--- src/rtl/mem_req_rsp_bridge.sv ---
// Request/response buffer between one memory master and one memory slave.
// Read credits make sure every issued read already has a response slot reserved.
module mem_req_rsp_bridge #(
  parameter int ADDR_W    = 27,
  parameter int DATA_W    = 128,
  parameter int REQ_DEPTH = 4,
  parameter int RSP_DEPTH = 4
) (
  input  logic                         clk,
  input  logic                         rstn,
  input  logic                         m_req_cmd,
  input  logic [ADDR_W-1:0]            m_req_addr,
  input  logic [DATA_W-1:0]            m_req_data,
  input  logic                         m_req_en,
  output logic                         m_req_rdy,
  output logic [DATA_W-1:0]            m_rsp_data,
  output logic                         m_rsp_en,
  input  logic                         m_rsp_rdy,
  output logic                         s_req_cmd,
  output logic [ADDR_W-1:0]            s_req_addr,
  output logic [DATA_W-1:0]            s_req_data,
  output logic                         s_req_en,
  input  logic                         s_req_rdy,
  input  logic [DATA_W-1:0]            s_rsp_data,
  input  logic                         s_rsp_en,
  output logic                         s_rsp_rdy,
  output logic [$clog2(RSP_DEPTH):0]   rd_inflight,
  output logic                         err_unexp
);

  localparam int REQ_AW = $clog2(REQ_DEPTH);
  localparam int RSP_AW = $clog2(RSP_DEPTH);
  localparam int REQ_W  = 1 + ADDR_W + DATA_W;
  localparam int CNT_W  = RSP_AW + 1;

  logic [REQ_W-1:0]  r_req_mem [REQ_DEPTH];
  logic [REQ_AW:0]   r_req_wptr;
  logic [REQ_AW:0]   r_req_rptr;
  logic [DATA_W-1:0] r_rsp_mem [RSP_DEPTH];
  logic [RSP_AW:0]   r_rsp_wptr;
  logic [RSP_AW:0]   r_rsp_rptr;
  logic [CNT_W-1:0]  r_rd_inflight;
  logic              r_m_req_rdy;
  logic              r_s_rsp_rdy;
  logic              r_err_unexp;

  logic [REQ_W-1:0]  w_req_head;
  logic              w_req_empty;
  logic              w_req_push;
  logic              w_req_pop;
  logic [REQ_AW:0]   w_req_wptr_nxt;
  logic [REQ_AW:0]   w_req_rptr_nxt;
  logic              w_req_full_nxt;
  logic              w_rsp_empty;
  logic [CNT_W-1:0]  w_rsp_count;
  logic              w_rsp_unexp;
  logic              w_rsp_push;
  logic              w_rsp_pop;
  logic [RSP_AW:0]   w_rsp_wptr_nxt;
  logic [RSP_AW:0]   w_rsp_rptr_nxt;
  logic              w_rsp_full_nxt;
  logic [CNT_W:0]    w_credit_used;
  logic              w_credit_ok;
  logic              w_rd_issue;
  logic [CNT_W-1:0]  w_inflight_nxt;

  assign w_req_empty = (r_req_wptr == r_req_rptr);
  assign w_req_head  = r_req_mem[r_req_rptr[REQ_AW-1:0]];
  assign w_req_push  = m_req_en && r_m_req_rdy;
  assign w_req_pop   = s_req_en && s_req_rdy;

  assign w_req_wptr_nxt = r_req_wptr + {{REQ_AW{1'b0}}, w_req_push};
  assign w_req_rptr_nxt = r_req_rptr + {{REQ_AW{1'b0}}, w_req_pop};
  assign w_req_full_nxt = (w_req_wptr_nxt[REQ_AW-1:0] == w_req_rptr_nxt[REQ_AW-1:0]) &&
                          (w_req_wptr_nxt[REQ_AW] != w_req_rptr_nxt[REQ_AW]);

  // A read may only leave once responses in flight plus those already buffered leave a free slot.
  assign w_rsp_count   = r_rsp_wptr - r_rsp_rptr;
  assign w_credit_used = {1'b0, r_rd_inflight} + {1'b0, w_rsp_count};
  assign w_credit_ok   = (w_credit_used < (CNT_W + 1)'(RSP_DEPTH));

  assign s_req_en   = !w_req_empty && (!w_req_head[REQ_W-1] || w_credit_ok);
  assign s_req_cmd  = w_req_head[REQ_W-1];
  assign s_req_addr = w_req_head[REQ_W-2 -: ADDR_W];
  assign s_req_data = w_req_head[DATA_W-1:0];
  assign w_rd_issue = w_req_pop && s_req_cmd;

  assign w_rsp_empty = (r_rsp_wptr == r_rsp_rptr);
  assign w_rsp_unexp = s_rsp_en && (r_rd_inflight == {CNT_W{1'b0}});
  assign w_rsp_push  = s_rsp_en && r_s_rsp_rdy && !w_rsp_unexp;
  assign w_rsp_pop   = m_rsp_en && m_rsp_rdy;

  assign w_rsp_wptr_nxt = r_rsp_wptr + {{RSP_AW{1'b0}}, w_rsp_push};
  assign w_rsp_rptr_nxt = r_rsp_rptr + {{RSP_AW{1'b0}}, w_rsp_pop};
  assign w_rsp_full_nxt = (w_rsp_wptr_nxt[RSP_AW-1:0] == w_rsp_rptr_nxt[RSP_AW-1:0]) &&
                          (w_rsp_wptr_nxt[RSP_AW] != w_rsp_rptr_nxt[RSP_AW]);

  assign m_rsp_en    = !w_rsp_empty;
  assign m_rsp_data  = r_rsp_mem[r_rsp_rptr[RSP_AW-1:0]];
  assign m_req_rdy   = r_m_req_rdy;
  assign s_rsp_rdy   = r_s_rsp_rdy;
  assign rd_inflight = r_rd_inflight;
  assign err_unexp   = r_err_unexp;

  // Next reads-in-flight count; simultaneous issue and return cancel out.
  always_comb begin
    w_inflight_nxt = r_rd_inflight;
    case ({w_rd_issue, w_rsp_push})
      2'b10:   w_inflight_nxt = r_rd_inflight + {{(CNT_W-1){1'b0}}, 1'b1};
      2'b01:   w_inflight_nxt = r_rd_inflight - {{(CNT_W-1){1'b0}}, 1'b1};
      default: w_inflight_nxt = r_rd_inflight;
    endcase
  end

  // Request FIFO storage.
  always_ff @(posedge clk or negedge rstn) begin
    if (!rstn) begin
      for (int i = 0; i < REQ_DEPTH; i++) r_req_mem[i] <= '0;
    end else if (w_req_push) begin
      r_req_mem[r_req_wptr[REQ_AW-1:0]] <= {m_req_cmd, m_req_addr, m_req_data};
    end
  end

  // Response FIFO storage.
  always_ff @(posedge clk or negedge rstn) begin
    if (!rstn) begin
      for (int i = 0; i < RSP_DEPTH; i++) r_rsp_mem[i] <= '0;
    end else if (w_rsp_push) begin
      r_rsp_mem[r_rsp_wptr[RSP_AW-1:0]] <= s_rsp_data;
    end
  end

  // Pointers, ready flags, credit counter and sticky error.
  always_ff @(posedge clk or negedge rstn) begin
    if (!rstn) begin
      r_req_wptr    <= '0;
      r_req_rptr    <= '0;
      r_rsp_wptr    <= '0;
      r_rsp_rptr    <= '0;
      r_rd_inflight <= '0;
      r_m_req_rdy   <= 1'b0;
      r_s_rsp_rdy   <= 1'b0;
      r_err_unexp   <= 1'b0;
    end else begin
      r_req_wptr    <= w_req_wptr_nxt;
      r_req_rptr    <= w_req_rptr_nxt;
      r_rsp_wptr    <= w_rsp_wptr_nxt;
      r_rsp_rptr    <= w_rsp_rptr_nxt;
      r_rd_inflight <= w_inflight_nxt;
      r_m_req_rdy   <= !w_req_full_nxt;
      r_s_rsp_rdy   <= !w_rsp_full_nxt;
      r_err_unexp   <= r_err_unexp || w_rsp_unexp;
    end
  end

endmodule
--- config.mk ---
export PLATFORM = sky130hd
export DESIGN_NAME = mem_req_rsp_bridge
export DESIGN_NICKNAME = d
export VERILOG_FILES = /design/src/rtl/mem_req_rsp_bridge.sv
export SDC_FILE = /design/constraint.sdc
export NUM_CORES = 1
export LEC_CHECK = 0
export BUFFER_PORTS_ARGS = -buffer_cell sky130_fd_sc_hd__buf_2
export CAP_MARGIN = 20
export CORE_ASPECT_RATIO = 1.5
export CORE_MARGIN = 4
export CORE_UTILIZATION = 35
export CTS_CLUSTER_SIZE = 14
export DETAILED_ROUTE_END_ITERATION = 10
export SLEW_MARGIN = 30
export SYNTH_ARGS = -nofsm -noshare
export SYNTH_HDL_FRONTEND = slang
export SYNTH_SLANG_ARGS = --single-unit
--- constraint.sdc ---
create_clock -name clk -period 9.2 [get_ports clk]
set_input_delay 0.46 -clock clk [delete_from_list [all_inputs] [get_ports clk]]
set_output_delay 0.46 -clock clk [all_outputs]
set_load 0.005 [all_outputs]
# Word level (Yosys, flattened, before mapping)
# Cells that the tools add are included.
# W data, S select, Z words.
[word_totals]
input_bits = 290
latchBits = 0
mem_count = 0
mem_bits_rw = 0
out_inout_bits = 292
regBits = 1154
rom_bits = 0
[classes]
n_bitwise = 4
order_cmp = 7
reduce_logical = 22
addsub = 8
n_shift = 0
n_mul = 0
mux = 13
n_div = 0
eq_ne = 8
[op_table]
columns = ["op", "count"]
rows = [
  ["$bwmux W624", 1],
  ["$bwmux W512", 1],
  ["$mux W156", 3],
  ["$mux W128", 3],
  ["$bmux W156 S2", 1],
  ["$demux W156 S2", 1],
  ["$bmux W128 S2", 1],
  ["$demux W128 S2", 1],
  ["$add A3 B1 Y3", 4],
  ["$ge A3 B3 Y1 const B", 4],
  ["$logic_and A1 B1 Y1", 12],
  ["$not A2 Y3", 4],
  ["$eq A3 B3 Y1", 2],
  ["$logic_not A1 Y1", 6],
  ["$lt A3 B1 Y1 const B", 2],
  ["$pmux W3 S2", 1],
  ["$add A3 B3 Y4", 1],
  ["$eq A2 B2 Y1", 2],
  ["$lt A4 B3 Y1 const B", 1],
  ["$add A3 B1 Y3 const B", 1],
  ["$logic_not A3 Y1", 1],
  ["$sub A3 B1 Y3 const B", 1],
  ["$sub A3 B3 Y3", 1],
  ["$eq A2 B1 Y1 const B", 1],
  ["4 further kinds", 6],
]

# Logic depth before layout (Yosys ltp)
[logic_depth]
depth_word = 12
mapped_depth = 15
depth_no_buf = 15

# Worst setup path before layout
# No wires, ideal clock.
[synth_timing]
kind = "register -> register"
startpoint = "register r_rsp_rptr[1]"
endpoint = "register r_rd_inflight[2], in the netlist rd_inflight[2]"
path_stages_with_launch = 16
setup_ns = 0.130
required_time_ns = 9.070
n_path_buf = 2
path_slack_ns = 5.642
t_arrival_ns = 3.429
period_less_slack_ns = 3.558
cell_sequence = "dfrtp_1 > clkbuf_1 > buf_1 > inv_1 > fa_1 > xor2_1 > ha_1 > nor3_1 > o21ai_0 > or3_1 > ha_1 > inv_1 > fa_1 > xor2_1 > nor2_1 > xor2_1"
[synth_between]
elab_chain_cells = 9
[synth_lines]
columns = ["element", "line_no", "rtl"]
rows = [
  ["from (decl)", "41", "logic [RSP_AW:0] r_rsp_rptr;"],
  ["from (signal assigned)", "148", "r_rsp_rptr <= w_rsp_rptr_nxt;"],
  ["$sub A3 B3 Y3 *", "78", "assign w_rsp_count = r_rsp_wptr - r_rsp_rptr;"],
  ["$add A3 B3 Y4 *", "79", "assign w_credit_used = {1'b0, r_rd_inflight} + {1'b0, w_rsp_count};"],
  ["$lt A4 B3 Y1 *", "80", "assign w_credit_ok = (w_credit_used < (CNT_W + 1)'(RSP_DEPTH));"],
  ["$logic_or A1 B1 Y1 *", "82", "assign s_req_en = !w_req_empty && (!w_req_head[REQ_W-1] || w_credit_ok);"],
  ["$logic_and A1 B1 Y1 *", "82", ""],
  ["$logic_and A1 B1 Y1 *", "70", "assign w_req_pop = s_req_en && s_req_rdy;"],
  ["$logic_and A1 B1 Y1 *", "86", "assign w_rd_issue = w_req_pop && s_req_cmd;"],
  ["$eq A2 B1 Y1 or $eq A2 B2 Y1 (tied branches)", "108", "case ({w_rd_issue, w_rsp_push})"],
  ["$pmux W3 S2 or $reduce_bool A2 Y1 (tied branches)", "-", ""],
  ["to (signal assigned)", "149", "r_rd_inflight <= w_inflight_nxt;"],
  ["to (decl)", "42", "logic [CNT_W-1:0] r_rd_inflight;"],
]
# Every way passes the cells marked *; elsewhere a longest branch is shown, timed or not.
# A chain may end at the register's enable or synchronous reset.

# Worst setup path after layout
[layout_timing]
startpoint = "register r_rsp_rptr[0]"
endpoint = "output m_rsp_data[100]"
[layout_between]
elab_chain_cells = 4
[layout_lines]
columns = ["element", "line_no", "rtl"]
rows = [
  ["$not A2 Y3 (not written as such)", "99", "assign m_rsp_data = r_rsp_mem[r_rsp_rptr[RSP_AW-1:0]];"],
  ["$bmux W128 S2", "99", ""],
  ["$mux W128 (not written as such) (2 in a row)", "99", ""],
  ["to (decl)", "16", "output logic [DATA_W-1:0] m_rsp_data,"],
]
# No other way between the ends. The select of a mux whose other input is x is not followed.

==> impl_metrics.toml <==
[drt]
vias_per_cell = 4.990
detailedRoute.firstIterationViolations = 1214
sum_of_routed_wire_length_over_all_layers_um = 125200
detailroute.via_count = 28209
avgRoutedWirePerCell_um = 22.15
dr.pass1.iters = 4
remaining_drcs = 0
detail-route-antenna-nets = 0

[global_routing]
grt_antenna_before_repair = 36
first_pass_grt_wire_length_um = 195000
grt-ovfl-total = 0
grt_usage_pct = 16.88
grt_pass1_vias = 31357
grt_start_max_net_pins = 164

[sta]
layout_worst_path_cycle_share_pct = 54.56
timing.final.setup_violations = 0
slew_headroom_pct = 31.55
maxClockFrequency_mhz = 199.2
fin_tns_setup_ps = 0
post-route-worst-setup-slack_ps = 4180
finalClockSkew_ps = 26.95
timing_worst_slew_pin_value_ps = 1027
setup_repair_after_global_routing_missed_its_margin = "no"
finalMaxSlewViolations = 0
report.final.hold_viol_count = 0
min_period_ps = 5020

[synthesis]
post_synth.cell_area_avg_um2 = 17.56
synth_seq_area_share_pct = 58.12
postSynthNetCount = 3135
synthesized_flop_and_latch_total = 1154
synthDominantAreaCellType = "dfrtp_1"
synth_flop_cell = "dfrtp_1"
yosys-top-cells-area = "dfrtp_1 58%, mux2_2 26%, mux4_2 13%, buf_2 1.2%, ha_1 0.33%"
async_flop_share_pct = 100.0
yosys_warnings = 0
synthDominantCellAreaShare_pct = 58.12
number_of_enable_type_register_cells_in_the_synthesized_netlist = 0
netlist_instances = 2830
synth.cell_area_um2 = 49680
synthDistinctLibCells = 31

[worst_setup_path]
timing.critical_path.fanout_max = 39
worst_r2r_path_depth = 14
timing.critical_path.slowest_stage_cell = "dfrtp_4"
cp.required_ps = 8740
critical-path-max-stage-delay_ps = 1010
timing.critical_path.to_type = "primary output"
cp_cell_sequence = "buf_4 -> buf_4 -> buf_4 -> mux4_2 -> buf_2"
crit_path_frequent_cell = "buf_4"
r2r_slack_ps = 5210
crit_buf_inv = 4
worst-endpoint-arrival_ps = 4560
worst_reg2reg_path_startpoint = "r_rsp_rptr[0]"
critical-path-top-delay-family = "buffers and inverters"
setup.worst_path.class = "reg2out"
cp-start-kind = "flop"
timing.rr.end = "rd_inflight[2]"

[place]
placement.io_buffers = 581
globalplace.congestion = 0.7493
dp.final_hpwl_um = 78440
pre_cts_ws_ps = 4703
dpl_cell_area_um2 = 54390

[hold_path]
hold_class = "in2reg"
min_path_cells = 3
hold_path.startpoint = "m_rsp_rdy"
min_delay_worst_endpoint = "r_rsp_rptr[0]"

[layout]
sequential_cell_area_um2 = 28890
multi_input_comb_area_um2 = 19770
synthToLayoutAreaGrowth_pct = 22.95
fill_cells = 12755
finalNetCount = 3964
drive_above_1_share_pct = 58.94
layout.cell_area.non_filler_um2 = 61080

[floorplanning]
design.portCount = 582
core-area_um2 = 141300
placement_rows = 169
floorplan.initialDensity_pct = 35.17
die_height_um = 469.4
floorplan.die_area_um2 = 148200
chipWidth_um = 315.6

[pwr]
vdd_ir_drop_max_v = 0.0002233
cellPowerDensity_nw_per_um2 = 381.7
leakagePower_nw = 26.02

[cts]
worst_skew_pair.late_latency_ps = 710
cts_root_buf = "clkbuf_16"
tritoncts = "yes"
cts_made_buffers = 112
clock_path_buffers = 3
cts_htree_levels = 3
cts.repair.resized = 0
clkSlewWorstSetupHoldPaths_ps = 60
cts_sinks = 1154

[status]
status = "finished, final reports clean"

[job]
max_capacitance_violation_count = 0
==> synth_stat cells (3+ instances only) <==
| cell | number |
|---|---|
| or3_1 | 3 |
| xor2_1 | 14 |
| buf_6 | 6 |
| mux4_2 | 284 |
| clkbuf_8 | 8 |
| ha_1 | 13 |
| buf_4 | 16 |
| mux2_1 | 9 |
| clkbuf_1 | 31 |
| buf_2 | 117 |
| inv_1 | 8 |
| xnor2_1 | 4 |
| buf_1 | 10 |
| mux2_2 | 1127 |
| dfrtp_1 | 1154 |
| nor3_1 | 4 |
==> per-stage QoR <==
step	hold slack, ps	total power (W)	instances	utilization, %
2_1_floorplan	164.4	0.01517	2830	-
3_3_place_gp	442.4	0.01857	5138	38.50
3_5_place_dp	459.6	0.01882	5138	38.50
4_1_cts	98.29	0.02367	5625	43.15
5_1_grt	154.8	0.02483	5639	43.22
6_report	167.6	0.02332	5653	43.24
==> area by class of cell <==
class	instances	share of cell area [%]
antenna	26	0.1065
clock buffer	177	5.584
clock inverter	24	0.4732
inverter	8	0.04916
multi-input combinational	1480	32.37
sequential	1154	47.30
tap	1881	3.853
timing repair buffer	903	10.26
==> layout by cell type (no fill, tap or decap), drive strengths merged <==
master,Yosys,routed
a21o,1,1
a21oi,2,2
and2,2,2
buf,149,617
bufinv,0,5
clkbuf,39,177
clkinv,0,15
clkinvlp,0,3
dfrtp,1154,1154
diode,0,26
dlygate4sd3,0,286
fa,2,2
ha,13,13
inv,8,9
mux2,1136,1136
mux2i,1,1
mux4,284,284
nand2,2,2
nand3,2,2
nand3b,2,2
nor2,2,2
nor3,4,4
nor3b,2,2
o21ai,1,1
o311ai,1,1
o31ai,1,1
or3,4,4
xnor2,4,4
xor2,14,14
==> worst min-delay path: cells and delay by family <==
family	cells	cell delay (ps)
buffers and inverters	1	100
adder cells (fa/ha/maj)	1	150
AND/OR/NAND/NOR	1	120
==> state kept, by name, indices dropped and copies added (netlist names) <==
signal,cells
r_req_mem,624
r_rsp_rptr,3
r_rsp_mem,512
r_rsp_wptr,3
r_req_rptr,3
rd_inflight,3
err_unexp,1
r_req_wptr,3
m_req_rdy,1
s_rsp_rdy,1
==> power breakdown <==
part	switching, W	internal [W]	total [W]
Sequential	0.00140	0.00770	0.00910
Combinational	0.00397	0.00560	0.00957
Clock	0.00197	0.00267	0.00464
Total	0.00735	0.0160	0.0233
==> cells by family (layout without fill, tap and decap cells) <==
family	after synthesis	after routing	share of synthesized area (%)
simple gates	20	20	0.2468
compound gates	6	6	0.1133
other cells	0	26	0
buf+inv	196	1112	2.148
mux	1421	1421	38.64
flops	1154	1154	58.12
xor+xnor	18	18	0.3173
fa+ha+maj	15	15	0.4080
==> per-layer routing <==
| layer | wire, um | vias up | track usage (%) |
|---|---|---|---|
| li1 | - | 12288 | - |
| met1 | 55130 | 15055 | 22.81 |
| met2 | 57010 | 715 | 26.26 |
| met3 | 10950 | 127 | 5.946 |
| met4 | 1960 | 24 | 3.853 |
| met5 | 152 | - | 0 |
==> worst max path at each step <==
stage,slack (ps),to,start,cells after the start
2_1_floorplan,5640,rd_inflight[2],r_rsp_rptr[1],15
3_3_place_gp,4740,m_rsp_data[59],r_rsp_rptr[0],5
3_5_place_dp,4700,m_rsp_data[100],r_rsp_rptr[0],5
4_1_cts,3880,m_rsp_data[100],r_rsp_rptr[0],5
5_1_grt,3690,m_rsp_data[60],r_rsp_rptr[0],5
6_report,4180,m_rsp_data[100],r_rsp_rptr[0],5
==> what timing repair did <==
item / CTS / global route
setup endpoints to repair: 0 / 0
setup buffers: 0 / 0
hold buffers: 286 / 0
endpoints found under the hold margin: 1235 / 0
(Power assumes the default switching activity.)
